$ cat src/rtl/mem_arb.sv
// Two-port memory arbiter: instruction fetch and data ports share one synchronous RAM port.
// Partial-byte data writes are done as a read followed by a merged write (read-modify-write).
module mem_arb #(
    parameter int STARVE_LIM = 4,
    parameter int WORD       = 32,
    parameter int ADDR       = 16
) (
    input  logic            clk,
    input  logic            rst,

    input  logic            i_req,
    input  logic [ADDR-1:0] i_addr,
    output logic            i_ack,
    output logic            i_rvalid,
    output logic [WORD-1:0] i_rdata,

    input  logic            d_req,
    input  logic            d_we,
    input  logic [3:0]      d_be,
    input  logic [ADDR-1:0] d_addr,
    input  logic [WORD-1:0] d_wdata,
    output logic            d_ack,
    output logic            d_rvalid,
    output logic [WORD-1:0] d_rdata,

    output logic [ADDR-1:0] mem_a,
    output logic            mem_w,
    output logic [WORD-1:0] mem_d,
    input  logic [WORD-1:0] mem_q,
    input  logic [ADDR-1:0] mem_ao,

    output logic            err,
    output logic            state_o
);

    // Handshake: a request is held high by the requester until its ack; the ack
    // is combinational and marks the single cycle in which the access issues.

    localparam int SW = $clog2(STARVE_LIM + 1);
    localparam logic [SW-1:0] LIM = SW'(STARVE_LIM);

    typedef enum logic {
        IDLE  = 1'b0,
        MERGE = 1'b1
    } state_t;

    state_t          state_q, state_d;
    logic [SW-1:0]   starve_q, starve_d;
    logic            pend_i_q, pend_d_q;
    logic [ADDR-1:0] addr_q;
    logic [WORD-1:0] wdata_q;
    logic [3:0]      be_q;
    logic [WORD-1:0] i_rdata_q, i_rdata_d;
    logic [WORD-1:0] d_rdata_q, d_rdata_d;
    logic            err_q, err_d;

    logic            i_win;
    logic            grant_i_rd, grant_d_rd, grant_merge;
    logic            check_en;
    logic [WORD-1:0] merged;

    assign state_o = state_q;
    assign err     = err_q;

    // Instruction port only beats a competing data request once it has starved.
    assign i_win = i_req && (!d_req || (starve_q == LIM));

    always_comb begin
        merged = mem_q;
        for (int b = 0; b < 4; b++) begin
            if (be_q[b]) begin
                merged[8*b +: 8] = wdata_q[8*b +: 8];
            end
        end
    end

    always_comb begin
        state_d     = state_q;
        i_ack       = 1'b0;
        d_ack       = 1'b0;
        mem_a       = '0;
        mem_w       = 1'b0;
        mem_d       = '0;
        grant_i_rd  = 1'b0;
        grant_d_rd  = 1'b0;
        grant_merge = 1'b0;
        if (!rst) begin
            case (state_q)
                IDLE: begin
                    if (i_win) begin
                        i_ack      = 1'b1;
                        mem_a      = i_addr;
                        grant_i_rd = 1'b1;
                    end else if (d_req) begin
                        d_ack = 1'b1;
                        if (!d_we) begin
                            mem_a      = d_addr;
                            grant_d_rd = 1'b1;
                        end else if (d_be == 4'b1111) begin
                            mem_a = d_addr;
                            mem_w = 1'b1;
                            mem_d = d_wdata;
                        end else if (d_be != 4'b0000) begin
                            mem_a       = d_addr;
                            grant_merge = 1'b1;
                            state_d     = MERGE;
                        end
                    end
                end
                MERGE: begin
                    mem_a   = addr_q;
                    mem_w   = 1'b1;
                    mem_d   = merged;
                    state_d = IDLE;
                end
                default: state_d = IDLE;
            endcase
        end
    end

    // Read returns land one cycle after issue; a reset in that cycle suppresses them.
    assign i_rvalid = pend_i_q && !rst;
    assign d_rvalid = pend_d_q && !rst;
    assign i_rdata_d = i_rvalid ? mem_q : i_rdata_q;
    assign d_rdata_d = d_rvalid ? mem_q : d_rdata_q;
    assign i_rdata   = i_rdata_d;
    assign d_rdata   = d_rdata_d;

    assign check_en = pend_i_q || pend_d_q || (state_q == MERGE);
    assign err_d    = err_q || (check_en && (mem_ao != addr_q));

    always_comb begin
        starve_d = starve_q;
        if (i_ack) begin
            starve_d = '0;
        end else if (i_req && (starve_q != LIM)) begin
            starve_d = starve_q + SW'(1);
        end
    end

    always_ff @(posedge clk) begin
        if (rst) begin
            state_q   <= IDLE;
            starve_q  <= '0;
            pend_i_q  <= 1'b0;
            pend_d_q  <= 1'b0;
            addr_q    <= '0;
            wdata_q   <= '0;
            be_q      <= '0;
            i_rdata_q <= '0;
            d_rdata_q <= '0;
            err_q     <= 1'b0;
        end else begin
            state_q   <= state_d;
            starve_q  <= starve_d;
            pend_i_q  <= grant_i_rd;
            pend_d_q  <= grant_d_rd;
            i_rdata_q <= i_rdata_d;
            d_rdata_q <= d_rdata_d;
            err_q     <= err_d;
            if (grant_i_rd || grant_d_rd || grant_merge) begin
                addr_q <= mem_a;
            end
            if (grant_merge) begin
                wdata_q <= d_wdata;
                be_q    <= d_be;
            end
        end
    end

endmodule

$ cat config.mk
export PLATFORM = sky130hd
export DESIGN_NAME = mem_arb
export DESIGN_NICKNAME = d
export VERILOG_FILES = /design/src/rtl/mem_arb.sv
export SDC_FILE = /design/constraint.sdc
export NUM_CORES = 1
export LEC_CHECK = 0
export ABC_AREA = 1
export CAP_MARGIN = 25
export CORE_UTILIZATION = 41
export CTS_BUF_LIST = sky130_fd_sc_hd__clkbuf_16
export CTS_CLUSTER_SIZE = 12
export DETAILED_ROUTE_END_ITERATION = 10
export GPL_TIMING_DRIVEN = 0
export PLACE_DENSITY = 0.78
export REMOVE_ABC_BUFFERS = 1
export SETUP_SLACK_MARGIN = 0.2
export SKIP_CTS_REPAIR_TIMING = 1
export SLEW_MARGIN = 20
export SYNTH_ARGS = -nofsm -noshare
export SYNTH_HDL_FRONTEND = slang
export SYNTH_SLANG_ARGS = --single-unit
$ cat constraint.sdc
create_clock -name clk -period 2 [get_ports clk]
set_clock_uncertainty 0.05 [all_clocks]
set_input_delay 0.5 -clock clk [delete_from_list [all_inputs] [get_ports clk]]
set_output_delay 0.5 -clock clk [all_outputs]
set_load 0.01 [all_outputs]
== Word-level counts from Yosys, hierarchy flattened ==
Cells that the tools add are included.
W data, S select, Z words.

* Bits in registers: 123
* Output and inout port bits: 119
* Logic and storage cells: 76

* Add/sub/neg operators: 1
* Equal/unequal tests: 4
* Muxes and demuxes: 45
* Bitwise operators: 1
* Reduce and logical (&&, ||, !) cells: 15

{| class="wikitable"
|+ Operators with widths
! operator !! number
|-
| $mux W32 || 7
|-
| $mux W16 || 6
|-
| $pmux W32 S2 || 1
|-
| $mux W8 || 4
|-
| $pmux W16 S2 || 1
|-
| $mux W1 || 24
|-
| $ne A16 B16 Y1 || 1
|-
| $logic_or A1 B1 Y1 || 6
|-
| $logic_and A1 B1 Y1 || 5
|-
| $eq A4 B4 Y1 const B || 1
|-
| $pmux W1 S2 || 2
|-
| $reduce_bool A4 Y1 || 1
|-
| $add A3 B1 Y3 const B || 1
|-
| $eq A3 B3 Y1 const B || 1
|-
| $ne A3 B3 Y1 const B || 1
|-
| $logic_not A1 Y1 || 2
|-
| $reduce_or A2 Y1 || 1
|-
| $not A1 Y1 || 1
|}

== Logic depth before layout (Yosys ltp) ==
* Word-level depth: 9
* Gate-level depth with buffers: 13
* Mapped depth without buffers: 12

== Worst setup path before layout ==
OpenSTA, ideal clock, no wires.

* Path kind: reg2out
* From: register starve_q[0]
* To: output port mem_d[11]
* Data arrival time: 1.506 ns
* Data required time: 1.450 ns
* Path slack: -0.056 ns
* Cell stages (with the launch flop): 9
* Buffers on the path: 1
* Cell sequence: dfxtp_1 > inv_1 > ha_1 > nand2_2 > o21bai_4 > nor2_1 > buf_2 > nand3_1 > a21oi_1

* Cells in the longest elaborated chain, start to end: 6

{| class="wikitable"
|+ RTL lines
! what !! line !! text
|-
| from (decl) || 48 || <nowiki>logic [SW-1:0] starve_q, starve_d;</nowiki>
|-
| from (signal assigned) || 155 || <nowiki>starve_q <= starve_d;</nowiki>
|-
| $eq A3 B3 Y1 || 66 || <nowiki>assign i_win = i_req && (!d_req || (starve_q == LIM));</nowiki>
|-
| $logic_or A1 B1 Y1 || 66 ||
|-
| $logic_and A1 B1 Y1 || 66 ||
|-
| $mux W32 || 90 || <nowiki>if (i_win) begin</nowiki>
|-
| $pmux W32 S2 || 88 || <nowiki>case (state_q)</nowiki>
|-
| $mux W32 || 87 || <nowiki>if (!rst) begin</nowiki>
|-
| to (decl) || 28 || <nowiki>output logic [WORD-1:0] mem_d,</nowiki>
|}

No other way between the ends.

== Final worst setup path ==
* From: input port d_we
* To: output port mem_d[1]

* Cells in the longest elaborated chain, start to end: 5

{| class="wikitable"
|+ RTL lines
! what !! line !! text
|-
| from (decl) || 18 || <nowiki>input logic d_we,</nowiki>
|-
| $mux W32 || 96 || <nowiki>if (!d_we) begin</nowiki>
|-
| $mux W32 || 94 || <nowiki>end else if (d_req) begin</nowiki>
|-
| $mux W32 || 90 ||
|-
| $pmux W32 S2 || 88 ||
|-
| $mux W32 || 87 ||
|}

No other way between the ends.

==> summary.md <==
| Metric | Value |
|---|---|
| Status | finished with violations |
| Failing checks | negative setup slack |
| Share of layout cells above drive strength 1 | 0.378 |
| Die height | 128 um |
| Worst Tran Pin Value | 0.866 ns |
| Clock slew at reported path FFs | 0.05 ns |
| RSZ-0062 raised after global routing | true |
| Cell variety after synth | 25 |
| Final core utilization | 0.769 |
| Nets | 1389 |
| Register Area | 2480 um2 |
| DP Worst Slack | -1.41 ns |
| DP Cell Count | 1355 |
| Worst path bufs/invs | 4 |
| Async SR Flop Fraction | 0 |
| Cell with the most instances after synthesis | a21oi_1 |
| TritonRoute pass-1 iters | 6 |
| Max-Slew Margin vs Limit | 0.423 |
| GPL Wtd Cong | 0.820 |
| Vias per inst | 5.75 |
| First-pass GRT wire length | 33100 um |
| Req. time, crit path | 1.45 ns |
| F_max | 0.391 GHz |
| Post-DP Area | 8920 um2 |
| PortBufs | 239 |
| Critical Path Source Type | input pin |
| CORE AREA | 15400 um2 |
| Largest family of logic cells by synthesized area | compound AO/OA/AOI/OAI gates |
| Crit-path max FO | 5 |
| Initial DRC Count | 747 |
| Clock sink count | 123 |
| Avg WL per Cell | 21.0 um |
| Area of the multi-input gates | 4480 um2 |
| CP Cell Sequence | clkdlybuf4s50_1 -> nand2_2 -> nor2_4 -> clkbuf_16 -> clkbuf_16 -> nand3_1 -> a21oi_2 -> buf_2 |
| PD cells | 645 nW/um2 |
| Final Power | 7.62 mW |
| CTS tree | yes |
| Drc violations | 0 |
| Post-layout min period | 2.56 ns |
| Worst hold path type | in -> reg |
| Synth Register Bits | 123 |
| DRT antenna net count | 0 |
| Hold Vio Cnt, Final | 0 |
| Placement Rows | 45 |
| Cells after Synth | 971 |
| GR Overflow Total | 0 |
| Crit path largest cell delay | 0.53 ns |
| Worst hold margin | 0.263 ns |
| YS warnings | 0 |
| Final setup viols | 153 |
| Final Max Tran Viols | 0 |
| Peak supply drop | 0.000658 V |
| Netlist Area Pre-Place | 6520 um2 |
| Reg2reg setup slack | -0.25 ns |
| Largest net degree at the start of global routing | 86 |
| Dpl hpwl | 13300 um |
| CP endpoint kind | primary output |
| TritonCTS buffer count | 17 |
| Clock Latency Late Sink | 0.43 ns |
| Post-synthesis adder-cell area fraction | 0.00384 |
| Cell mode on critical path | clkbuf_16 |
| Longest Clk Path Bufs | 2 |
| Post-Route WL | 31400 um |
| H-tree lvl count | 4 |
| FILL cells | 1022 |
| Clk Tree Root Cell | clkbuf_16 |
| CP arrival | 2.01 ns |
| Initial Utilization | 0.424 |
| Post-route insts no fill | 1492 |
| XOR/XNOR share of the synthesized area | 0.00269 |
| Die width | 128 um |
| Avg Cell Area, Syn | 6.71 um2 |
| Slowest stage cell, crit path | clkdlybuf4s50_1 |
| Synth area leaders | dfxtp_1, a21oi_1, inv_1, nand3_1, a211oi_1 |
| Synth area leader | dfxtp_1 |
| Die area | 16400 um2 |
| Compound-gate portion of the synthesized area | 0.255 |
| Vias in the first global route | 6720 |
| Post-Synth Simple-Gate Area | 0.217 |
| Pleak | 4.94 nW |
| Max Cap Viol | 0 |
| Synth Flop Type | dfxtp_1 |
| Design Area, Final | 11800 um2 |
| CP top delay family | buffers and inverters |
| Final WS setup | -0.557 ns |
| Mux share of post-synthesis cell area | 0 |
| Commonest cells in the netlist | a21oi_1, inv_1, dfxtp_1 |
| Tcrit/Tclk final | 1.28 |
| Post-synthesis sequential area ratio | 0.378 |
| Synth top area share | 0.378 |
| Via count | 8581 |
| Initial antenna violation count | 2 |
| Crit Path Category | in -> out |
| Area grow syn2layout | 81.3% |
| I/O pin count | 240 |
| All-Layer GR Usage | 0.258 |
| Post-synth EDFFs | 0 |
| Total negative slack | -45.42 ns |
-- layout by cell type, fill, tap and decap left out, types with 31 or more instances in the layout --
master / count
a211oi_1: 64
buf_2: 72
nand3_2: 31
clkdlybuf4s50_1: 113
nand3_1: 61
clkbuf_16: 32
inv_1: 140
a21oi_1: 95
a21oi_2: 68
nand2_1: 95
dfxtp_1: 118
buf_6: 35
nor2_4: 55
nor2_1: 48
buf_4: 36
-- cells by family after synthesis --
family,Yosys count
xor gates and xnor gates,2
and+or+nand+nor,326
AOI/OAI and AO/OA,297
adders and majority gates,2
buffers and inverters,221
DFF,123
-- cell type report --
cell class / instances / share of cell area
Clock inverter: 15 / 0.0140
Sequential cell: 123 / 0.210
Inverter: 150 / 0.0550
Timing Repair Buffer: 326 / 0.278
Timing Repair inverter: 7 / 0.00583
Tap cell: 211 / 0.0223
Clock buffer: 17 / 0.0360
Antenna cell: 2 / 0.000424
Multi-Input combinational cell: 641 / 0.379
-- metal layers --
| layer | vias up | share of wire | track usage |
|---|---|---|---|
| li1 | 3847 | - | - |
| met1 | 4053 | 0.38 | 0.309 |
| met2 | 543 | 0.48 | 0.430 |
| met3 | 138 | 0.090 | 0.0735 |
| met4 | 0 | 0.051 | 0.115 |
| met5 | - | 0 | 0 |
-- power breakdown --
group	internal, mW	leakage (nW)	total [mW]	switching (mW)
Sequential	2.59	1.01	2.67	0.0758
Clock	2.04	0.305	3.18	1.14
Combinational	0.810	3.62	1.77	0.962
Total	5.44	4.94	7.62	2.18
-- flip-flops by register name, summed over array words and instances, names as in the netlist --
name       cells
wdata_q       32
i_rdata_q     32
pend_i_q       1
d_rdata_q     32
state_o        1
pend_d_q       1
starve_q       3
err            1
addr_q        16
be_q           4
-- worst paths after layout --
kind / start / endpoint / cells past startpoint
setup / recovery: d_we / mem_d[1] / 8
hold / removal: rst / err / 2
setup reg to reg: starve_q[1] / addr_q[1] / 15
hold reg to reg: err / err / 2
Power figures use the tool's default switching activity.
